**src/rtl/pipe_ctrl_pkg.sv**
```systemverilog
// Shared encodings for the pipeline hazard controller.
// Forwarding selects, MDU FSM states, widths.
package pipe_ctrl_pkg;

  localparam int RA_W  = 5;
  localparam int CNT_W = 8;

  localparam logic [1:0] FWD_RF     = 2'b00;
  localparam logic [1:0] FWD_EXALU  = 2'b01;
  localparam logic [1:0] FWD_MEMALU = 2'b10;
  localparam logic [1:0] FWD_MEMDAT = 2'b11;

  typedef enum logic {
    MDU_IDLE = 1'b0,
    MDU_BUSY = 1'b1
  } mdu_state_e;

  // EX ALU result wins; an EX load has no data yet, so fall to MEM.
  function automatic logic [1:0] fwd_sel(
    input logic exhit,
    input logic ex_ld,
    input logic memhit,
    input logic mem_ld
  );
    logic [1:0] sel;
    sel = FWD_RF;
    if (exhit && !ex_ld)
      sel = FWD_EXALU;
    else if (memhit && !mem_ld)
      sel = FWD_MEMALU;
    else if (memhit && mem_ld)
      sel = FWD_MEMDAT;
    return sel;
  endfunction

endpackage

```
**src/rtl/mdu_seq.sv**
```systemverilog
// MDU busy sequencer: accepts start, counts MDU_LAT-1 busy cycles.
// Ports: clk, clrn, start, load_use -> mdu_go, mdu_busy, mdu_done.
module mdu_seq
  import pipe_ctrl_pkg::*;
#(
  parameter int MDU_LAT = 8
) (
  input  logic clk,
  input  logic clrn,
  input  logic start,
  input  logic load_use,
  output logic mdu_go,
  output logic mdu_busy,
  output logic mdu_done
);

  mdu_state_e       state;
  logic [CNT_W-1:0] cnt;

  assign mdu_busy = (state == MDU_BUSY);
  assign mdu_go   = (state == MDU_IDLE)
                  & start & ~load_use;
  assign mdu_done = mdu_busy
                  & (cnt == CNT_W'(1));

  always_ff @(posedge clk or negedge clrn) begin
    if (!clrn) begin
      state <= MDU_IDLE;
      cnt   <= '0;
    end else begin
      unique case (state)
        MDU_IDLE: begin
          if (mdu_go) begin
            cnt   <= CNT_W'(MDU_LAT - 1);
            state <= MDU_BUSY;
          end
        end
        MDU_BUSY: begin
          cnt <= cnt - CNT_W'(1);
          if (mdu_done)
            state <= MDU_IDLE;
        end
        default: state <= MDU_IDLE;
      endcase
    end
  end

endmodule

```
**src/rtl/pipe_hazard_ctrl.sv**
```systemverilog
// Hazard/sequencing control: stalls, flushes, bubbles, ID forwarding.
// Ports: ID decode + imem_ready in; pc/ifid/idex ctl, fwda/b, mdu out.
module pipe_hazard_ctrl #(
  parameter int MDU_LAT = 8,
  parameter int RA_W    = pipe_ctrl_pkg::RA_W
) (
  input  logic            clk,
  input  logic            clrn,
  input  logic [RA_W-1:0] id_rs,
  input  logic [RA_W-1:0] id_rt,
  input  logic            id_use_rs,
  input  logic            id_use_rt,
  input  logic [RA_W-1:0] id_rd,
  input  logic            id_wreg,
  input  logic            id_m2reg,
  input  logic            id_branch_taken,
  input  logic            id_mdu_start,
  input  logic            id_mdu_use,
  input  logic            imem_ready,
  output logic            pc_stall,
  output logic            ifid_stall,
  output logic            ifid_flush,
  output logic            idex_bubble,
  output logic [1:0]      fwda,
  output logic [1:0]      fwdb,
  output logic            mdu_go,
  output logic            mdu_busy
);

  import pipe_ctrl_pkg::*;

  logic [RA_W-1:0] ex_rd;
  logic [RA_W-1:0] mem_rd;
  logic ex_wreg, ex_m2reg;
  logic mem_wreg, mem_m2reg;

  logic ex_ok, mem_ok;
  logic exhit_rs, exhit_rt;
  logic memhit_rs, memhit_rt;
  logic load_use, mdu_stall, id_stall;
  logic mdu_done;

  // r0 is hardwired, so a write to it is never a producer.
  assign ex_ok  = ex_wreg & (ex_rd != '0);
  assign mem_ok = mem_wreg & (mem_rd != '0);

  assign exhit_rs  = ex_ok & (ex_rd == id_rs);
  assign exhit_rt  = ex_ok & (ex_rd == id_rt);
  assign memhit_rs = mem_ok & (mem_rd == id_rs);
  assign memhit_rt = mem_ok & (mem_rd == id_rt);

  assign fwda = fwd_sel(exhit_rs, ex_m2reg,
                        memhit_rs, mem_m2reg);
  assign fwdb = fwd_sel(exhit_rt, ex_m2reg,
                        memhit_rt, mem_m2reg);

  assign load_use = ((id_use_rs & exhit_rs)
                   | (id_use_rt & exhit_rt))
                   & ex_m2reg;

  assign mdu_stall = mdu_busy
                   & (id_mdu_start | id_mdu_use);
  assign id_stall  = load_use | mdu_stall;

  // A stall freezes the front end and ignores a branch
  // decided on stale operands.
  assign ifid_stall  = id_stall;
  assign idex_bubble = id_stall;
  assign pc_stall    = id_stall
                     | (~id_branch_taken & ~imem_ready);
  assign ifid_flush  = ~id_stall
                     & (id_branch_taken | ~imem_ready);

  always_ff @(posedge clk or negedge clrn) begin
    if (!clrn) begin
      ex_rd     <= '0;
      ex_wreg   <= 1'b0;
      ex_m2reg  <= 1'b0;
      mem_rd    <= '0;
      mem_wreg  <= 1'b0;
      mem_m2reg <= 1'b0;
    end else begin
      ex_rd     <= idex_bubble ? '0 : id_rd;
      ex_wreg   <= idex_bubble ? 1'b0 : id_wreg;
      ex_m2reg  <= idex_bubble ? 1'b0 : id_m2reg;
      mem_rd    <= ex_rd;
      mem_wreg  <= ex_wreg;
      mem_m2reg <= ex_m2reg;
    end
  end

  mdu_seq #(
    .MDU_LAT (MDU_LAT)
  ) u_mdu (
    .clk      (clk),
    .clrn     (clrn),
    .start    (id_mdu_start),
    .load_use (load_use),
    .mdu_go   (mdu_go),
    .mdu_busy (mdu_busy),
    .mdu_done (mdu_done)
  );

  // The done pulse always ends the busy window.
  a_done_idle: assert property (
    @(posedge clk) disable iff (!clrn)
    mdu_done |=> !mdu_busy
  );

endmodule

```
**config.mk**
```make
export PLATFORM = sky130hd
export DESIGN_NAME = pipe_hazard_ctrl
export DESIGN_NICKNAME = d
export VERILOG_FILES = /design/src/rtl/pipe_ctrl_pkg.sv /design/src/rtl/mdu_seq.sv /design/src/rtl/pipe_hazard_ctrl.sv
export SDC_FILE = /design/constraint.sdc
export NUM_CORES = 1
export LEC_CHECK = 0
export BUFFER_PORTS_ARGS = -buffer_cell sky130_fd_sc_hd__buf_2
export CORE_MARGIN = 3
export CORE_UTILIZATION = 52
export CTS_CLUSTER_SIZE = 14
export DETAILED_ROUTE_END_ITERATION = 6
export HOLD_SLACK_MARGIN = 0.06
export PLACE_DENSITY = 0.79
export SYNTH_ARGS = -nofsm -noshare
export SYNTH_HDL_FRONTEND = slang
export SYNTH_SLANG_ARGS = --single-unit
```
**constraint.sdc**
```tcl
create_clock -name clk -period 2.5 [get_ports clk]
set_input_delay 0.5 -clock clk [delete_from_list [all_inputs] [get_ports clk]]
set_output_delay 0.5 -clock clk [all_outputs]
set_load 0.01 [all_outputs]
```
### Word-level counts from Yosys, hierarchy flattened

Cells that the tools add are included.

| storage, ports and cells | value |
|---|---|
| flip-flop bits (word level) | 23 |
| latch bits | 0 |
| RAM bits | 0 |
| ROM bits | 0 |
| input bits | 25 |
| memories | 0 |

| operators by class | value |
|---|---|
| add/sub/neg operators | 1 |
| $mul | 0 |
| divide/modulo/power cells | 0 |
| $lt $le $gt $ge | 0 |
| equality and inequality tests | 6 |
| shift-type cells | 0 |
| muxes and demuxes | 14 |
| bitwise operators | 25 |
| reductions and logical operators | 10 |

Operator list:

| operator | count |
|---|---|
| equality test 5 bit | 4 |
| case mux 8 bit (2 select lines) | 1 |
| bitwise AND 1 bit | 15 |
| two-way mux 2 bit | 6 |
| nonzero test 5 bit | 2 |
| equality test 8 x 1 -> 1 bit, second input constant | 1 |
| two-way mux 8 bit | 1 |
| subtractor 8 x 1 -> 8 bit, second input constant | 1 |
| logical AND 1 bit | 6 |
| two-way mux 5 bit | 1 |
| NOT 1 bit | 5 |
| bitwise OR 1 bit | 5 |
| two-way mux 1 bit | 4 |
| zero test 1 bit | 2 |
| inequality test 2 bit, second input constant | 1 |
| case mux 1 bit (2 select lines) | 1 |

### Logic depth before layout (Yosys ltp)

Gate-level depths: netlist of run 1.

| depth | value |
|---|---|
| depth after elaboration | 10 |
| gate-level depth with buffers | 7 |

### Cells and area by module

Synthesis of run 1 repeated with hierarchy kept, for this count alone.

| second synthesis, totals | value |
|---|---|
| cells, all modules | 126 |
| area total of the unflattened synthesis | 1,247.4 um^2 |

Modules (own cells, without submodules):

| module | instances | cells each | area each (um^2) |
|---|---|---|---|
| pipe_hazard_ctrl | 1 | 81 | 784.5 |
| mdu_seq | 1 | 45 | 462.9 |

### Worst setup path before layout of run 1

OpenSTA, ideal clock, no wires.

| timing | value |
|---|---|
| path kind | input to output |
| start point | input port id_rt[2] |
| end point | output port ifid_stall |
| arrival | 1.697 ns |
| path slack | 0.303 ns |
| stages on the path | 6 |
| buffers on the path | 1 |
| cells stage by stage | xor2_1 > nor3_1 > and3_1 > nor2_1 > o21ai_0 > buf_4 |

| between the ends | value |
|---|---|
| cells in the longest elaborated chain, start to end | 6 |

Ends and longest elaborated chain:

| item | line | RTL |
|---|---|---|
| from (decl) | pipe_hazard_ctrl.sv:10 | `input logic [RA_W-1:0] id_rt,` |
| equality test 5 bit | pipe_hazard_ctrl.sv:48 | `assign exhit_rt = ex_ok & (ex_rd == id_rt);` |
| bitwise AND 1 bit | pipe_hazard_ctrl.sv:48 |  |
| bitwise AND 1 bit | pipe_hazard_ctrl.sv:58 | `\| (id_use_rt & exhit_rt))` |
| bitwise OR 1 bit | pipe_hazard_ctrl.sv:58 |  |
| bitwise AND 1 bit | pipe_hazard_ctrl.sv:59 | `& ex_m2reg;` |
| bitwise OR 1 bit | pipe_hazard_ctrl.sv:63 | `assign id_stall = load_use \| mdu_stall;` |
| to (decl) | pipe_hazard_ctrl.sv:21 | `output logic ifid_stall,` |

Every way passes these cells.

### Worst setup path after layout of run 1

| timing | value |
|---|---|
| start point | register ex_rd[2] |
| end point | output port ifid_flush |

| between the ends | value |
|---|---|
| cells in the longest elaborated chain, start to end | 9 |
| elaborated cells on any way between the ends | 13 |
| those cells by class | eq/ne: 2; bitwise: 10; reduce/logical: 1 |

Ends and longest elaborated chain:

| item | line | RTL |
|---|---|---|
| from (decl) | pipe_hazard_ctrl.sv:32 | `logic [RA_W-1:0] ex_rd;` |
| from (signal assigned) | pipe_hazard_ctrl.sv:83 | `ex_rd <= idex_bubble ? '0 : id_rd;` |
| nonzero test 5 bit | pipe_hazard_ctrl.sv:44 | `assign ex_ok = ex_wreg & (ex_rd != '0);` |
| bitwise AND 1 bit | pipe_hazard_ctrl.sv:44 |  |
| bitwise AND 1 bit, on equally long branches | pipe_hazard_ctrl.sv:47, pipe_hazard_ctrl.sv:48 |  |
| bitwise AND 1 bit, on equally long branches | pipe_hazard_ctrl.sv:57, pipe_hazard_ctrl.sv:58 |  |
| bitwise OR 1 bit (*) | pipe_hazard_ctrl.sv:58 |  |
| bitwise AND 1 bit (*) | pipe_hazard_ctrl.sv:59 |  |
| bitwise OR 1 bit (*) | pipe_hazard_ctrl.sv:63 |  |
| NOT 1 bit (*) | pipe_hazard_ctrl.sv:71 | `assign ifid_flush = ~id_stall` |
| bitwise AND 1 bit (*) | pipe_hazard_ctrl.sv:72 | `& (id_branch_taken \| ~imem_ready);` |
| to (decl) | pipe_hazard_ctrl.sv:22 | `output logic ifid_flush,` |

Every way passes the cells marked *; elsewhere a longest branch is shown, timed or not.

==> results of run 1 <==
worst max-delay path, stage by stage (launching register included):
cell and delay (ns):
dfrtp_2 0.46, xor2_1 0.18, nor3_2 0.26, nand3_1 0.27, a21oi_4 0.26, nor2_1 0.06, buf_2 0.13
cells in the final DEF, fill, tap and decap left out:
master     count
nor2b_1        2
a2111oi_2      1
inv_1          3
a21o_1         2
nor4_1         3
and3_1         1
nand2b_1       3
buf_4         10
nor2_2         2
o31ai_1        1
or4_4          1
buf_2         34
nor2_1        20
or4b_1         1
a21oi_1        2
nor3_2         2
o211ai_4       1
a211oi_2       1
o311ai_0       1
xor2_1        17
a2111oi_0      1
nand2_1       17
o221ai_1       1
and3_4         1
o21ai_2        2
clkbuf_4       3
dfrtp_1       20
o41a_1         1
nand3_1        6
or4_1          2
xnor2_1        8
nor4b_1        1
a21oi_4        1
ha_1           2
o21ai_0        2
nor3_1         6
clkinv_2       1
dfrtp_2        3
o21ai_1        2
cell usage after synthesis, drive strengths merged (3+ instances only):
library cell and count:
nor4 3, xor2 17, nand3 6, inv 3
nor3 8, nand2b 3, o21ai 6, nand2 17
dfrtp 23, xnor2 8, or4 3, a21oi 3
nor2 22
through the flow:
step / hold WS (ns) / instances / TNS [ns]
after global placement: 0.4298 / 205 / 0
after global routing: 0.1616 / 216 / -0.08824
after detailed placement: 0.4418 / 205 / 0
after CTS: 0.1499 / 211 / 0
final: 0.1320 / 216 / 0
after floorplan: 0.2044 / 144 / 0
cells by family after synthesis:
| family | share of synthesized area [%] |
|---|---|
| and+or+nand+nor | 24.58 |
| xor gates and xnor gates | 16.36 |
| DFF | 42.99 |
| AOI/OAI and AO/OA | 11.77 |
| buffers and inverters | 2.429 |
| adders and majority gates | 1.869 |
power breakdown:
part | internal [mW] | switching, mW | total [mW] | leakage [nW]
logic | 0.288 | 0.324 | 0.612 | 0.513
clock network | 0.0598 | 0.116 | 0.175 | 0.0177
registers | 0.482 | 0.141 | 0.623 | 0.289
worst paths after layout:
path                           from      endpoint  slack, ns  depth (start not counted)
min in group clk           id_rd[3]      ex_rd[3]       0.37                          3
hold reg to reg            ex_rd[2]     mem_rd[2]       0.47                          0
max in group asynchronous      clrn      ex_rd[0]       2.00                          1
hold / removal                 clrn     mem_rd[1]       0.13                          1
setup reg to reg           ex_rd[2]  u_mdu.cnt[6]       0.49                          8
setup / recovery           ex_rd[2]    ifid_flush       0.06                          6
layout make-up:
cell class / count / area, µm²
Timing Repair Buffer: 44 / 245.2
Fill cell: 180 / 659.4
Inverter: 3 / 11.26
Clock inverter: 1 / 5.005
Clock buffer: 3 / 22.52
Sequential cell: 23 / 579.3
Tap cell: 28 / 35.03
Multi-Input combinational cell: 114 / 760.7
repair_timing:
item	in CTS	in global routing
hold endpoints to repair	0	0
pin swaps	1	4
resized for setup	3	10
setup endpoints to repair	6	8
hold buffers	0	0
gates cloned	0	0
buffers inserted	2	5
flip-flops by register name, summed over array words and instances (netlist names):
| register | flops |
|---|---|
| ex_m2reg | 1 |
| ex_wreg | 1 |
| u_mdu.cnt | 8 |
| u_mdu.mdu_busy | 1 |
| mem_m2reg | 1 |
| ex_rd | 5 |
| mem_wreg | 1 |
| mem_rd | 5 |
per-layer routing:
metal / GRT usage [%] / vias to the layer above / part of all wire, % / wire (µm)
met2: 29.87 / 60 / 48 / 1511
met3: 4.368 / 6 / 7.9 / 251
met5: 0 / - / 0 / 0
li1: - / 584 / - / -
met4: 4.636 / 0 / 1.7 / 53
met1: 25.00 / 565 / 43 / 1352
==> results.sh, run 1 <==
export IMPL_status="completed"
export IMPL_critPathRequiredTime_ns=2.00
export IMPL_core_area_um2=2318
export IMPL_clock_path_buffers=2
export IMPL_cts_sinks=23
export IMPL_maxCapViolations=0
export IMPL_fin_skew_ns=0.004234
export IMPL_ys_ff_latch=23
export IMPL_boundaryPins=35
export IMPL_viasPerCell=5.625
export IMPL_yosysWarnings=0
export IMPL_synth_top_cell_by_area="dfrtp_1"
export IMPL_yosys_most_used_dff="dfrtp_1"
export IMPL_worstHoldPathType="input pin to async pin"
export IMPL_post_place_ws_ns=0.1901
export IMPL_place_congestion=0.8868
export IMPL_final_util_pct=71.56
export IMPL_io_buffers=34
export IMPL_max_vdd_ir_drop_mv=0.6623
export IMPL_total_power_mw=1.410
export IMPL_dieArea_um2=3219
export IMPL_rsz0062_at_grt="yes"
export IMPL_area_growth_pct=23.93
export IMPL_critPathLaunchType="register"
export IMPL_crit_path_max_fanout=4
export IMPL_drt_drc_violations_left=0
export IMPL_nets=216
export IMPL_final_hold_violation_count=0
export IMPL_cts_max_level=1
export IMPL_drt_iter0_markers=39
export IMPL_cp_end_kind="output pin"
export IMPL_finalCriticalPeriod_ns=2.439
export IMPL_place_area_um2=1545
export IMPL_syn_inst=144
export IMPL_synth_top_cell_area_share_pct=42.99
export IMPL_slew_viol_final=0
export IMPL_post_synth_cell_area_avg_um2=9.297
export IMPL_p_per_area_nw_per_um2=849.8
export IMPL_fin_area_um2=1659
export IMPL_cts_tree="built"
export IMPL_numCtsBuffers=3
export IMPL_clockRootBuffer="clkbuf_4"
export IMPL_path_clk_slew_ns=0.13
export IMPL_ant_nets=0
export IMPL_grt_pass1_vias=1058
export IMPL_routed_wl_mm=3.169
export IMPL_netlist_top_cells_area="dfrtp_1 (43%), xor2_1 (11%), nor2_1 (6.2%)"
export IMPL_n_antenna_cell=0
export IMPL_synth_edff_count=0
export IMPL_overflow=0
export IMPL_dieWidth_um=56.74
export IMPL_hpwl_mm=2.324
export IMPL_fmax_mhz=410.0
export IMPL_crit_type="register to output pin"
export IMPL_dieHeight_um=56.74
export IMPL_clock_latency_ns=0.31
export IMPL_final_setup_viol_count=0
export IMPL_syn_cell_area_um2=1339
export IMPL_first_pass_iters=4
export IMPL_initial_core_util_pct=57.74
export IMPL_drive_gt1_share_pct=33.51
export IMPL_arrival_ns=1.94
export IMPL_fin_crit_sh_pct=97.56
export IMPL_rows=17
export IMPL_grt_pass1_wl_mm=4.733
export IMPL_grt_max_degree=24
export IMPL_dr_total_vias=1215
export IMPL_wl_per_cell_um=14.67
export IMPL_synth_nets=171
export IMPL_slew_headroom_pct=66.98
export IMPL_fin_ws_ns=0.06109
export IMPL_yosysSeqAreaShare_pct=42.99
export IMPL_grt_usage_pct=18.51
export IMPL_antenna_found_initial=0
export IMPL_ys_types=35
export IMPL_p_leak_nw=0.8195
export IMPL_tightest_slew_ns=0.4829
export IMPL_synthArstFlopShare_pct=100.0
No activity file was read; power rests on OpenSTA's default activity.
==> run 2: changes to the inputs <==
- BUFFER_PORTS_ARGS: -buffer_cell sky130_fd_sc_hd__buf_2 -> -buffer_cell sky130_fd_sc_hd__buf_4
- clock period: 2.5 -> 2.61 ns (I/O delays scaled with it)
==> results.sh, run 2 (synthesis gave the netlist of run 1 again) <==
export IMPL_p_per_area_nw_per_um2=808.8
export IMPL_hpwl_mm=2.364
export IMPL_clockRootBuffer="clkbuf_4"
export IMPL_numCtsBuffers=3
export IMPL_intPower_mw=0.8103
export IMPL_slew_viol_final=0
export IMPL_crit_slowest_cell="dfrtp_2"
export IMPL_drive_gt1_share_pct=28.42
export IMPL_boundaryPins=35
export IMPL_dr_total_vias=1166
export IMPL_dieHeight_um=56.74
export IMPL_clock_path_buffers=2
export IMPL_grt_pass1_vias=1137
export IMPL_slew_headroom_pct=68.28
export IMPL_dieWidth_um=56.74
export IMPL_finalCriticalPeriod_ns=2.499
export IMPL_grt_usage_pct=19.74
export IMPL_layout_common_cells="buf_4 (39), nor2_1 (22), dfrtp_1 (21), xor2_1 (17), nand2_1 (17)"
export IMPL_final_cells=211
export IMPL_crit_type="register to output pin"
export IMPL_power_frac_clock_pct=12.3
export IMPL_top_regs="u_mdu.cnt (8), ex_rd (5), mem_rd (5)"
export IMPL_grt_pass1_wl_mm=5.037
export IMPL_area_growth_pct=25.51
export IMPL_hold_buffers=0
export IMPL_nets=211
export IMPL_grt_max_degree=24
export IMPL_initial_core_util_pct=57.74
export IMPL_routed_wl_mm=3.002
export IMPL_path_clk_slew_ns=0.13
export IMPL_fmax_mhz=400.1
export IMPL_fin_hold_ws_ns=0.06015
export IMPL_p_leak_nw=0.8257
export IMPL_crit_path_max_fanout=4
export IMPL_critical_path_top_delay_family="simple AND/OR/NAND/NOR gates"
export IMPL_maxCapViolations=0
export IMPL_final_setup_viol_count=0
export IMPL_seqPwrFrac_pct=43.4
export IMPL_regArea_um2=578.1
export IMPL_switching_share_pct=40.37
export IMPL_rsz0062_at_grt="no"
export IMPL_p_comb_share_pct=44.3
export IMPL_viasPerCell=5.526
export IMPL_fin_ws_ns=0.1108
export IMPL_total_power_mw=1.359
export IMPL_cts_sinks=23
export IMPL_dr_wl_met3_um=196
export IMPL_wl_per_cell_um=14.23
export IMPL_cpPeakStageDelay_ns=0.42
export IMPL_final_hold_violation_count=0
export IMPL_overflow=0
export IMPL_max_flop_register="u_mdu.cnt"
export IMPL_largest_reg_flops=8
export IMPL_worstHoldPathType="input pin to async pin"
export IMPL_wl_met1_mm=1.282
export IMPL_fin_skew_ns=0.005611
export IMPL_cts_tree="built"
export IMPL_critPathRequiredTime_ns=2.09
export IMPL_mostFrequentLayoutCell="buf_4"
export IMPL_clock_latency_ns=0.32
export IMPL_arrival_ns=1.98
export IMPL_tightest_slew_ns=0.4691
export IMPL_multi_input_area_um2=735.7
export IMPL_place_inst=205
export IMPL_core_area_um2=2318
export IMPL_io_buffers=34
export IMPL_crit_path_cell_trace="buf_4 > xor2_1 > nor2_1 > and3_1 > nor2_1 > o221ai_1 > buf_4"
export IMPL_fin_crit_sh_pct=95.76
export IMPL_rows=17
export IMPL_first_pass_iters=4
export IMPL_max_vdd_ir_drop_mv=0.5713
export IMPL_cp_end_kind="output pin"
export IMPL_cts_max_level=1
export IMPL_top_layer="met4"
export IMPL_status="completed"
export IMPL_power_switching_mw=0.5487
export IMPL_drt_drc_violations_left=0
export IMPL_place_congestion=0.8636
export IMPL_fillers=174
export IMPL_worstPathBufferInverterCount=2
export IMPL_critPathLaunchType="register"
export IMPL_wl_met2_mm=1.482
export IMPL_dieArea_um2=3219
export IMPL_drt_iter0_markers=45
export IMPL_n_antenna_cell=0
export IMPL_tns_ns=0
export IMPL_antenna_found_initial=0
export IMPL_post_place_ws_ns=0.2116
export IMPL_ant_nets=0
[run 2: cell types whose count changed in the layout (fill, tap and decap cells not counted)]
cell / before / now
o21ai_2: 2 / 0
a21oi_2: 0 / 1
dfrtp_1: 20 / 21
buf_4: 10 / 39
nor2_2: 2 / 0
and3_4: 1 / 0
buf_2: 34 / 0
o21ai_1: 2 / 4
nor2_1: 20 / 22
and3_1: 1 / 2
a21oi_4: 1 / 0
dfrtp_2: 3 / 2
[run 2: final cells by class]
class,count,area share (%)
Timing Repair Buffer,39,17.42
Multi-Input combinational cell,114,43.78
Sequential cell,23,34.40
Tap cell,28,2.085
Clock inverter,1,0.2978
Clock buffer,3,1.340
Inverter,3,0.6701
[run 2: power groups by stage]
stage	Sequential (mW)	Combinational [mW]	Clock [mW]
final	0.589	0.602	0.167
after detailed placement	0.598	0.586	0
after floorplan	0.557	0.426	0
after global placement	0.588	0.563	0
after CTS	0.589	0.588	0.173
after global routing	0.606	0.672	0.187
[run 2: routing by layer]
metal,track usage (%),up-vias
li1,-,575
met1,26.12,546
met2,31.52,40
met3,4.598,5
met4,6.954,0
met5,0,-
[run 2: worst register-to-register path, delay by kind of cell (launching register included)]
kind / cells / cell delay, ns
compound gates: 1 / 0.32
buf+inv: 1 / 0.17
simple gates: 4 / 0.79
flops: 1 / 0.46
[run 2: what timing repair did]
action	4_1_cts	5_1_grt
buffers inserted	0	2
gates resized for setup	0	6
setup endpoints to repair	0	7
[run 2: stage by stage]
stage	area (µm²)	util, %
2_1_floorplan	1339	-
6_report	1680	72.48
3_5_place_dp	1630	70.32
3_3_place_gp	1630	70.32
5_1_grt	1680	72.48
4_1_cts	1658	71.51
[run 2: path summary, 6_finish.rpt]
| path | start | end | slack, ns | depth (start not counted) |
|---|---|---|---|---|
| worst max-delay path | ex_rd[1] | pc_stall | 0.11 | 7 |
| worst min-delay path | clrn | mem_m2reg | 0.06 | 1 |
| worst max register to register | ex_rd[2] | u_mdu.cnt[6] | 0.76 | 6 |
| worst min register to register | ex_wreg | mem_wreg | 0.47 | 0 |
| max in group asynchronous | clrn | ex_rd[2] | 2.31 | 1 |
| min in group clk | id_m2reg | ex_m2reg | 0.41 | 3 |
==> run 3: changes to the inputs <==
- CORE_ASPECT_RATIO: not set -> 0.75
==> results.sh, run 3 (synthesis gave the netlist of run 1 again) <==
export IMPL_place_inst=211
export IMPL_rows=15
export IMPL_switching_share_pct=40.66
export IMPL_worstPathBufferInverterCount=1
export IMPL_critical_path_top_delay_family="simple AND/OR/NAND/NOR gates"
export IMPL_crit_path_cell_trace="or4_4 > o211ai_4 > o221ai_1 > buf_4"
export IMPL_regArea_um2=576.8
export IMPL_clock_path_buffers=2
export IMPL_core_area_um2=2365
export IMPL_final_util_pct=72.86
export IMPL_fin_crit_sh_pct=97.06
export IMPL_seqPwrFrac_pct=43.9
export IMPL_critPathLaunchType="register"
export IMPL_tns_ns=0
export IMPL_drt_iter0_markers=62
export IMPL_max_flop_register="u_mdu.cnt"
export IMPL_tightest_slew_ns=0.4803
export IMPL_nets=214
export IMPL_crit_path_max_fanout=7
export IMPL_mostFrequentLayoutCell="buf_4"
export IMPL_fillers=187
export IMPL_status="completed"
export IMPL_ant_nets=0
export IMPL_viasPerCell=5.441
export IMPL_area_growth_pct=28.69
export IMPL_total_power_mw=1.369
export IMPL_final_setup_viol_count=0
export IMPL_dieWidth_um=64.59
export IMPL_wl_per_cell_um=14.75
export IMPL_largest_reg_flops=8
export IMPL_crit_slowest_cell="or4_4"
export IMPL_hpwl_mm=2.548
export IMPL_fin_skew_ns=0.01426
export IMPL_grt_pass1_wl_mm=5.161
export IMPL_drive_gt1_share_pct=29.03
export IMPL_final_cells=220
export IMPL_slew_headroom_pct=67.53
export IMPL_cts_max_level=1
export IMPL_clock_latency_ns=0.32
export IMPL_drt_drc_violations_left=0
export IMPL_numCtsBuffers=3
export IMPL_dieHeight_um=49.94
export IMPL_routed_wl_mm=3.246
export IMPL_initial_core_util_pct=56.61
export IMPL_dieArea_um2=3226
export IMPL_max_vdd_ir_drop_mv=0.4761
export IMPL_place_congestion=0.8960
export IMPL_n_antenna_cell=0
export IMPL_overflow=0
export IMPL_crit_type="register to output pin"
export IMPL_clockRootBuffer="clkbuf_4"
export IMPL_grt_usage_pct=20.98
export IMPL_cp_end_kind="output pin"
export IMPL_worstHoldPathType="input pin to register"
export IMPL_fin_hold_ws_ns=0.4115
export IMPL_path_clk_slew_ns=0.13
export IMPL_slew_viol_final=0
export IMPL_critPathRequiredTime_ns=2.09
export IMPL_grt_max_degree=24
export IMPL_layout_common_cells="buf_4 (41), dfrtp_1 (22), nor2_1 (21), xor2_1 (17), nand2_1 (17)"
export IMPL_p_per_area_nw_per_um2=794.6
export IMPL_cts_sinks=23
export IMPL_fmax_mhz=394.8
export IMPL_arrival_ns=2.01
export IMPL_intPower_mw=0.8124
export IMPL_cts_tree="built"
export IMPL_p_comb_share_pct=43.4
export IMPL_boundaryPins=35
export IMPL_maxCapViolations=0
export IMPL_final_hold_violation_count=0
export IMPL_multi_input_area_um2=744.5
export IMPL_dr_total_vias=1197
export IMPL_io_buffers=34
export IMPL_power_frac_clock_pct=12.8
export IMPL_p_leak_nw=0.8356
export IMPL_top_regs="u_mdu.cnt (8), ex_rd (5), mem_rd (5)"
export IMPL_power_switching_mw=0.5567
export IMPL_finalCriticalPeriod_ns=2.533
export IMPL_first_pass_iters=4
export IMPL_antenna_found_initial=0
export IMPL_grt_pass1_vias=1113
export IMPL_cpPeakStageDelay_ns=0.57
run 3: through the flow:
stage	cell area (µm²)	setup slack (ns)
3_5_place_dp	1638	0.3169
4_1_cts	1668	0.03503
3_3_place_gp	1638	0.3034
5_1_grt	1723	-0.008150
2_1_floorplan	1339	0.3692
6_report	1723	0.07682
run 3: final timing paths:
path / depth (start not counted) / slack [ns] / start / end
hold / removal: 3 / 0.41 / id_rd[0] / ex_rd[0]
hold reg to reg: 0 / 0.48 / ex_wreg / mem_wreg
setup reg to reg: 7 / 0.64 / ex_rd[1] / u_mdu.cnt[6]
min in group asynchronous: 2 / 0.60 / clrn / u_mdu.cnt[2]
max in group asynchronous: 2 / 1.75 / clrn / ex_rd[1]
setup / recovery: 4 / 0.08 / ex_rd[1] / pc_stall
run 3: layout make-up:
cell class,count,area share (%)
Clock buffer,3,1.307
Clock inverter,1,0.4357
Tap cell,34,2.469
Sequential cell,23,33.48
Inverter,3,0.6536
Multi-Input combinational cell,114,43.21
Timing Repair Buffer,42,18.45
run 3: repair_timing:
| action | in CTS | in global routing |
|---|---|---|
| pin swaps | 0 | 2 |
| gates resized for setup | 2 | 5 |
| setup endpoints to repair | 3 | 7 |
| endpoints found under the hold margin | 0 | 5 |
| setup buffers | 0 | 4 |
| hold buffers | 0 | 1 |
run 3: metal layers:
layer / wire length [µm] / global-route usage (%)
met5: 0 / 0
met4: 55 / 4.211
met3: 198 / 4.784
met2: 1517 / 34.25
met1: 1474 / 28.57
run 3: power by group through the flow:
stage	Combinational [mW]	Sequential, mW	Clock (mW)
CTS	0.584	0.594	0.180
floorplan	0.426	0.557	0
global route	0.665	0.615	0.201
detailed placement	0.579	0.602	0
finish	0.594	0.601	0.175
global placement	0.558	0.593	0
run 3: tightest hold or removal path: stages:
cell	delay [ns]
buf_4	0.10
nand2_1	0.04
nor2_1	0.03
